`config.mk`:
```
export PLATFORM = sky130hd
export DESIGN_NAME = logic_unit_seq
export DESIGN_NICKNAME = d
export VERILOG_FILES = /design/src/rtl/logic_unit_seq.sv
export SDC_FILE = /design/constraint.sdc
export NUM_CORES = 1
export LEC_CHECK = 0
export CAP_MARGIN = 20
export CORE_AREA = 2 2 146 148
export CTS_CLUSTER_DIAMETER = 60
export DETAILED_ROUTE_END_ITERATION = 16
export DIE_AREA = 0 0 148 150
export PLACE_DENSITY_LB_ADDON = 0.3
export SKIP_CTS_REPAIR_TIMING = 1
export SLEW_MARGIN = 40
export SYNTH_ARGS = -nofsm -noshare
export SYNTH_HDL_FRONTEND = slang
export SYNTH_SLANG_ARGS = --single-unit
```
`constraint.sdc`:
```
create_clock -name clock -period 12.6 [get_ports clock]
set_input_delay 3.78 -clock clock [delete_from_list [all_inputs] [get_ports clock]]
set_output_delay 3.78 -clock clock [all_outputs]
set_load 0.02 [all_outputs]
```
`src/rtl/logic_unit_seq.sv`:
```
// Sequential bitwise logic unit: one of eight ops on WIDTH-bit operands, LANE bits per cycle,
// valid/ready on both sides. Optional macro LOGIC_UNIT_ACC_EN adds acc_mode (A taken from result).
module logic_unit_seq #(
    parameter int WIDTH = 32,
    parameter int LANE  = 8
) (
    input  logic             clock,
    input  logic             reset,
    input  logic             in_valid,
    output logic             in_ready,
    input  logic [2:0]       op,
    input  logic [WIDTH-1:0] a,
    input  logic [WIDTH-1:0] b,
`ifdef LOGIC_UNIT_ACC_EN
    input  logic             acc_mode,
`endif
    output logic             out_valid,
    input  logic             out_ready,
    output logic [WIDTH-1:0] result,
    output logic             zero,
    output logic             busy,
    output logic [1:0]       dbg_state
);

    // Handshake: a transfer happens on a rising edge where valid && ready are both high;
    // the offering side holds valid and its payload until that edge.

    localparam int N     = WIDTH / LANE;
    localparam int CNT_W = (N > 1) ? $clog2(N) : 1;
    localparam logic [CNT_W-1:0] LAST_CNT = CNT_W'(N - 1);

    typedef enum logic [1:0] {
        S_IDLE = 2'd0,
        S_BUSY = 2'd1,
        S_DONE = 2'd2
    } state_t;

    state_t           state_q;
    logic [CNT_W-1:0] cnt_q;
    logic [2:0]       op_q;
    logic [WIDTH-1:0] a_q;
    logic [WIDTH-1:0] b_q;
    logic [WIDTH-1:0] shadow_q;
    logic [WIDTH-1:0] result_q;
    logic             zero_q;
    logic             in_ready_q;
    logic             busy_q;
    logic             out_valid_q;

    int               slice_base;
    logic [LANE-1:0]  a_slice;
    logic [LANE-1:0]  b_slice;
    logic [LANE-1:0]  slice_res;
    logic [WIDTH-1:0] shadow_d;
    logic [WIDTH-1:0] a_src;

    // Operand A source at accept; accumulate mode chains on the last completed result.
    always_comb begin
`ifdef LOGIC_UNIT_ACC_EN
        a_src = acc_mode ? result_q : a;
`else
        a_src = a;
`endif
    end

    always_comb begin
        slice_base = int'(cnt_q) * LANE;
        a_slice    = a_q[slice_base +: LANE];
        b_slice    = b_q[slice_base +: LANE];
        case (op_q)
            3'b000:  slice_res = a_slice & b_slice;
            3'b001:  slice_res = a_slice | b_slice;
            3'b010:  slice_res = a_slice ^ b_slice;
            3'b011:  slice_res = ~(a_slice & b_slice);
            3'b100:  slice_res = ~(a_slice | b_slice);
            3'b101:  slice_res = ~(a_slice ^ b_slice);
            3'b110:  slice_res = a_slice & ~b_slice;
            default: slice_res = a_slice;
        endcase
        shadow_d = shadow_q;
        shadow_d[slice_base +: LANE] = slice_res;
    end

    always_ff @(posedge clock or posedge reset) begin
        if (reset) begin
            state_q     <= S_IDLE;
            cnt_q       <= '0;
            op_q        <= '0;
            a_q         <= '0;
            b_q         <= '0;
            shadow_q    <= '0;
            result_q    <= '0;
            zero_q      <= 1'b1;
            in_ready_q  <= 1'b1;
            busy_q      <= 1'b0;
            out_valid_q <= 1'b0;
        end else begin
            case (state_q)
                S_IDLE: begin
                    if (in_valid) begin
                        op_q       <= op;
                        a_q        <= a_src;
                        b_q        <= b;
                        cnt_q      <= '0;
                        state_q    <= S_BUSY;
                        in_ready_q <= 1'b0;
                        busy_q     <= 1'b1;
                    end
                end
                S_BUSY: begin
                    shadow_q <= shadow_d;
                    if (cnt_q == LAST_CNT) begin
                        // Only here does the result become visible, so a reset mid-op leaks nothing.
                        result_q    <= shadow_d;
                        zero_q      <= (shadow_d == '0);
                        cnt_q       <= '0;
                        state_q     <= S_DONE;
                        busy_q      <= 1'b0;
                        out_valid_q <= 1'b1;
                    end else begin
                        cnt_q <= cnt_q + CNT_W'(1);
                    end
                end
                S_DONE: begin
                    if (out_ready) begin
                        state_q     <= S_IDLE;
                        out_valid_q <= 1'b0;
                        in_ready_q  <= 1'b1;
                    end
                end
                default: begin
                    state_q     <= S_IDLE;
                    cnt_q       <= '0;
                    in_ready_q  <= 1'b1;
                    busy_q      <= 1'b0;
                    out_valid_q <= 1'b0;
                end
            endcase
        end
    end

    assign in_ready  = in_ready_q;
    assign busy      = busy_q;
    assign out_valid = out_valid_q;
    assign result    = result_q;
    assign zero      = zero_q;
    assign dbg_state = state_q;

endmodule

```
### After elaboration in Yosys (flattened, before gate mapping)

Cells that the tools add are included.

* magnitude comparators: 0
* bitwise gates (word level): 11
* equality and inequality tests: 12
* muxes and demuxes: 18
* reduce and logical (&&, ||, !) cells: 10
* multiply operators: 0
* add/sub/neg operators: 2
* shifts and indexed selects: 4
* divide/modulo/power cells: 0

Operators by type and width (count)
* $shiftx A32 B6 Y8: 2
* $pmux W8 S7: 1
* $neg A5 Y33: 1
* $shift A8 B33 Y32 const A: 1
* $shiftx A8 B33 Y32: 1
* $bwmux W32: 1
* $logic_not A32 Y1: 1
* $not A8 Y8: 4
* $and A8 B8 Y8: 2
* $pmux W2 S3: 2
* $reduce_and A3 Y1: 4
* $mux W2: 5
* $eq A3 B3 Y1 const B: 3
* $pmux W1 S3: 3
* $or A8 B8 Y8: 1
* $xor A8 B8 Y8: 1
* $eq A3 B2 Y1 const B: 2
* $mux W1: 6
* $ne A2 B2 Y1 const B: 3
* $reduce_and A2 Y1: 3
* $eq A2 B2 Y1 const B: 2
* $eq A3 B1 Y1 const B: 1
* $logic_not A3 Y1: 1
* $not A1 Y1: 3
* 3 further kinds: 3

* memories kept: 0
* input bits: 71
* memory bits (read-only): 0
* latch bits: 0
* logic and storage cells: 68
* RAM bits: 0
* bits in registers: 139
* output and inout port bits: 38

### Longest topological paths before layout

Gate-level depths: netlist (run 1).

* word-level depth: 7
* mapped depth: 12
* mapped depth without buffers: 10

### Least setup slack after synthesis (run 1)

Ideal clock, no wire load.

* kind: in2reg
* start point: in in_valid
* end point: reg b_q[0]
* library setup time: 0.125 ns
* data required time: 12.475 ns
* cell stages on the path: 5
* arrival: 5.128 ns
* slack: 7.347 ns
* buffers on the path: 2
* cell sequence: nand2b_1 > nor2_1 > clkbuf_1 > buf_1 > mux2_2

* cells in the longest elaborated chain, start to end: 1

RTL lines
* start: declaration: line 9 `input logic in_valid,`
* $reduce_and A2 Y1 (no source line)
* end signal: assignment: line 90 `b_q <= '0;`
* end signal: assignment: line 103 `b_q <= b;`
* end: declaration: line 42 `logic [WIDTH-1:0] b_q;`

No other way between the ends.
A chain may end at the register's enable or synchronous reset.

### Final worst setup path (run 1)

* start point: reg state_q[0], in the netlist dbg_state[0]
* end point: out dbg_state[0]

RTL lines
* start: declaration: line 38 `state_t state_q;`
* start signal: assignment: line 86 `state_q <= S_IDLE;`
* start signal: assignment: line 105 `state_q <= S_BUSY;`
* start signal: assignment: line 117 `state_q <= S_DONE;`
* end: declaration: line 22 `output logic [1:0] dbg_state`

No word-level cell between the ends.

==> metrics.md, run 1 <==
| Metric | Value |
|---|---|
| Outcome | finished clean |
| Top-count cell post-synth | dfrtp_1 |
| Width of the die | 148 um |
| CTS Buffer Depth | 2 |
| Slew Limit Fails | 0 |
| CTS sink count | 139 |
| Clock tree from TritonCTS | done |
| Overall power | 2.66 mW |
| Combinational share of power | 0.477 |
| Mapped Cells | 631 |
| Die Area | 0.0222 mm^2 |
| WL final | 16.6 mm |
| Sw power | 1.04 mW |
| Tcrit/Tclk final | 0.435 |
| Flop pwr share | 0.296 |
| Placed wire-length estimate | 11.7 mm |
| Yosys top cell area share | 0.482 |
| Clock latency on the worst-skew pair | 430 ps |
| EDFF count, synth | 0 |
| FF-to-FF setup slack | 9090 ps |
| Max_cap viols | 0 |
| Clk root buf | clkbuf_16 |
| DR WL/cell | 16.4 um |
| Yosys Warn Count | 0 |
| Mean Syn Cell Area | 11.3 um^2 |
| Final nets | 828 |
| Startpoint Class | register |
| Asr flop ratio synth | 1.00 |
| FMAX | 182 MHz |
| Number of placement rows | 53 |
| Initial DRC count | 347 |
| Internal power | 1.62 mW |
| Total global routing overflow | 0 |
| Setup Skew | 7.57 ps |
| Setup TNS | 0 ps |
| Critical path buffer and inverter count | 1 |
| Final setup violation count | 0 |
| Critical-path cell list | clkdlybuf4s50_1 |
| Core footprint | 0.0207 mm^2 |
| TritonCTS Buffers | 17 |
| WP data arrival | 1710 ps |
| I/O pin count | 109 |
| Sw frac | 0.392 |
| Initial antenna violation count | 0 |
| CP max FO | 10 |
| Pwr dens | 290 mW/mm^2 |
| Initial core utilization | 0.344 |
| Fin Hold WS | 477 ps |
| Vias in the first global route | 5200 |
| Clock power share | 0.227 |
| N_diodes | 0 |
| Tightest Pin Transition | 865 ps |
| Setup slack after placement | 6870 ps |
| GRT Util Overall | 0.160 |
| Critical path class | reg -> out |
| Largest net degree at the start of global routing | 73 |
| Fin crit period | 5490 ps |
| Net Count, Synth | 732 |
| Via count | 5107 |
| Yosys cell types | 68 |
| Buffers on Ports | 108 |
| Yosys top cell by area | dfrtp_1 |
| Family with the most delay on the worst path | buffers and inverters |
| Synth Register Bits | 139 |
| Pre-Repair DR Iteration Count | 4 |
| Setup crit end kind | primary output |
| Worst EP required | 8820 ps |
| Hold/Removal Path Class | reg -> reg |
| Peak VDD IR | 0.000142 V |
| # DRC | 0 |
| Ys flop type | dfrtp_1 |
| Pleak | 3.78 nW |
| Slowest cell on the critical path | clkdlybuf4s50_1 |
| Register area share after synthesis | 0.489 |
| Mapped Area | 0.00712 mm^2 |
| Vias per cell | 5.03 |
| RSZ-0062 raised after global routing | no |
| H-tree depth | 4 |
| Setup ws final | 7110 ps |
| First-pass GRT wire length | 27.5 mm |
| Routed Antenna Nets | 0 |
| Global placer's final weighted congestion | 0.847 |
| Clock transition at path regs | 60 ps |
| Layout cell share with drive strength beyond 1 | 0.189 |
| Slowest Stage Delay on Critical Path | 690 ps |
| Slew headroom | 0.418 |
| Top cells by area, synth | dfrtp_1, mux2_2, ha_1 |
| Commonest cells in the netlist | dfrtp_1, nand2_1, mux2_2, o21ai_0, inv_1 |
| Chip Height | 150 um |
| Final hold vios | 0 |
| Area grow syn2layout | 28.7% |
## power by group through the flow
| stage | clock, mW | sequential [mW] | combinational (mW) |
|---|---|---|---|
| 2_1_floorplan | 0 | 0.787 | 0.886 |
| 3_3_place_gp | 0 | 0.787 | 1.26 |
| 3_5_place_dp | 0 | 0.792 | 1.27 |
| 4_1_cts | 0.612 | 0.786 | 1.28 |
| 5_1_grt | 0.632 | 0.821 | 1.40 |
| 6_report | 0.604 | 0.785 | 1.27 |
## kinds of logic after synthesis
logic type / after synthesis / synth area share
and+or+nand+nor: 150 / 0.106
DFF: 139 / 0.489
buffers and inverters: 71 / 0.0411
adders and majority gates: 30 / 0.0528
muxes: 88 / 0.164
AOI/OAI and AO/OA: 153 / 0.147
## metal layers
metal / GRT usage / vias to the layer above / share of wire
li1: - / 2470 / -
met1: 0.222 / 2488 / 0.47
met2: 0.248 / 125 / 0.47
met3: 0.0354 / 24 / 0.040
met4: 0.0524 / 0 / 0.017
met5: 0 / - / 0
## worst paths after layout
kind                              start      endpoint  depth (start not counted)
max in group asynchronous         reset       op_q[2]                          3
setup reg to reg               cnt_q[0]          zero                         10
hold / removal                result[8]     result[8]                          2
setup / recovery           dbg_state[0]  dbg_state[0]                          1
hold reg to reg               result[8]     result[8]                          2
min in group asynchronous         reset    result[26]                          2
## final cells by class
class,instances,area (um^2)
clock buffers,22,474
clock inverters,10,235
fillers,1976,11500
inverters,35,136
multi-input cells,421,3360
flip-flops and latches,139,3480
well taps,275,344
repair buffers,113,1130
## sequential cells by signal, summed over array words and instances, names as in the netlist
register and flops:
a_q 32, b_q 32, busy 1, cnt_q 2
dbg_state 2, in_ready 1, op_q 3, out_valid 1
result 32, shadow_q 32, zero 1
## cell usage in the layout, fill, tap and decap left out, drive strengths merged, types with 3 or more instances in the layout
master,synthesis,routed
buf,13,5
ha,30,30
mux2i,5,5
o22a,3,3
nand2,74,74
nor2b,22,22
a22oi,18,18
a21oi,13,13
mux4,16,16
a22o,4,4
nor2,20,20
a31oi,5,5
o21ai,68,68
dfrtp,137,137
clkbuf,23,22
a32oi,7,7
nand4,5,5
a211oi,7,7
inv,34,35
nand3,5,5
mux2,67,67
bufinv,0,7
nand2b,5,5
clkdlybuf4s50,0,108
o32ai,7,7
## through the flow
stage / util / cells / area, um^2
floorplan: - / 631 / 7120
detailed placement: 0.408 / 983 / 8440
finish: 0.443 / 1015 / 9160
CTS: 0.442 / 1015 / 9150
global route: 0.443 / 1015 / 9160
global placement: 0.408 / 983 / 8430
No activity file was read; power rests on OpenSTA's default activity.
==> inputs of run 2 (changes only) <==
==> constraint.sdc (replaced) <==
create_clock -name clock -period 5.39 [get_ports clock]
set_input_delay 1.617 -clock clock [delete_from_list [all_inputs] [get_ports clock]]
set_output_delay 1.617 -clock clock [all_outputs]
set_load 0.02 [all_outputs]
==> run 2 against run 1 <==
Net effect:
- global-route usage grew 0.099 points
- largest cell class unchanged
- critical path depth rose by 10
- utilization fell by 0.30 points
- register-to-register slack got worse by 7500 ps
- combinational power grew 130%
==> metrics.md, run 2 (synthesis gave the netlist of run 1 again) <==
| Metric | Value |
|---|---|
| Outcome | finished clean |
| Routed Antenna Nets | 0 |
| Slowest cell on the critical path | dfrtp_1 |
| Core footprint | 0.0207 mm^2 |
| Startpoint Class | register |
| TritonCTS Buffers | 17 |
| CTS sink count | 139 |
| Fin Hold WS | 473 ps |
| Initial core utilization | 0.344 |
| FMAX | 266 MHz |
| Setup crit end kind | register |
| First-pass GRT wire length | 27.7 mm |
| Number of fill cells | 1986 |
| Buffers on Ports | 108 |
| CTS Buffer Depth | 2 |
| Final Cell Area | 0.00910 mm^2 |
| Total global routing overflow | 0 |
| Tcrit/Tclk final | 0.696 |
| Placed wire-length estimate | 12.2 mm |
| Die Area | 0.0222 mm^2 |
| Setup TNS | 0 ps |
| Worst EP required | 5730 ps |
| Chip Height | 150 um |
| Initial DRC count | 304 |
| Clk root buf | clkbuf_16 |
| Critical path class | reg -> reg |
| Max_cap viols | 0 |
| I/O pin count | 109 |
| Final setup violation count | 0 |
| Fin crit period | 3750 ps |
| WL final | 17.2 mm |
| Placement Cell Area | 0.00844 mm^2 |
| Via count | 5155 |
| GRT Util Overall | 0.161 |
| Number of placement rows | 53 |
| CP max FO | 13 |
| Pwr dens | 666 mW/mm^2 |
| Clock latency on the worst-skew pair | 420 ps |
| Setup slack after placement | 1630 ps |
| Slew headroom | 0.482 |
| Clock tree from TritonCTS | done |
| Register Area | 0.00348 mm^2 |
| Multi-input gate area | 0.00336 mm^2 |
| Global placer's final weighted congestion | 0.837 |
| Setup ws final | 1640 ps |
| DR WL/cell | 16.9 um |
| Hold/Removal Path Class | reg -> reg |
| N_diodes | 0 |
| Setup Skew | 6.40 ps |
| Tightest Pin Transition | 776 ps |
| Layout cell share with drive strength beyond 1 | 0.190 |
| Critical-path cell list | buf_4 > mux4_2 > inv_1 > ha_1 > nor2b_1 > a2111oi_0 > a31oi_1 > a32oi_1 > and4bb_1 > nand4_1 > o31ai_2 |
| Leading cell types in the layout, fill and taps excluded | dfrtp_1, clkdlybuf4s50_1, nand2_1 |
| RSZ-0062 raised after global routing | no |
| Peak VDD IR | 0.000294 V |
| Final hold vios | 0 |
| Vias in the first global route | 5229 |
| Slowest Stage Delay on Critical Path | 730 ps |
| WP data arrival | 4090 ps |
| Area grow syn2layout | 27.8% |
| Slew Limit Fails | 0 |
| Largest net degree at the start of global routing | 93 |
| Final core occ | 0.440 |
| Clock transition at path regs | 60 ps |
| Pre-Repair DR Iteration Count | 5 |
| Pleak | 3.74 nW |
| Vias per cell | 5.07 |
| Initial antenna violation count | 0 |
| H-tree depth | 4 |
| Final nets | 829 |
| # DRC | 0 |
| Width of the die | 148 um |
| Commonest non-fill, non-tap cell in the layout | dfrtp_1 |
==> run 2: through the flow <==
stage	power [mW]	std cells
after global routing	6.51	1016
after floorplan	3.91	631
after global placement	4.78	984
final	6.06	1016
after detailed placement	4.82	984
after CTS	6.11	1016
==> run 2: report_power, final <==
| group | switching [mW] | internal (mW) |
|---|---|---|
| Clock | 0.448 | 0.811 |
| Combinational | 1.61 | 1.31 |
| Sequential | 0.370 | 1.51 |
| Total | 2.43 | 3.63 |
==> run 2: worst paths after layout <==
check | startpoint | slack [ps] | endpoint | cells after the start
hold / removal | result[16] | 470 | result[16] | 2
max in group asynchronous | reset | 2850 | in_ready | 3
setup reg to reg | cnt_q[0] | 1640 | zero | 11
min in group asynchronous | reset | 1700 | a_q[23] | 2
hold reg to reg | result[16] | 470 | result[16] | 2
setup / recovery | cnt_q[0] | 1640 | zero | 11
==> run 2: worst max-delay path: cells and delay by family (launching register included) <==
family | cells | cell delay [ps]
compound gates | 4 | 1250
mux | 1 | 610
flops | 1 | 730
fa+ha+maj | 1 | 170
buf+inv | 2 | 500
simple gates | 3 | 400
==> run 2: layer usage <==
layer  global-route usage  vias up  share of wire  routed length [um]
met3               0.0503       27          0.054                 922
met2                0.259      153           0.48                8310
met1                0.207     2503           0.44                7620
met4               0.0500        0          0.019                 321
li1                     -     2472              -                   -
met5                    0        -              0                   0
==> run 2: area by class of cell <==
cell class | count | share of cell area
clock inverters | 10 | 0.0180
well taps | 275 | 0.0378
multi-input cells | 421 | 0.369
inverters | 35 | 0.0153
repair buffers | 114 | 0.124
flip-flops and latches | 139 | 0.383
clock buffers | 22 | 0.0521
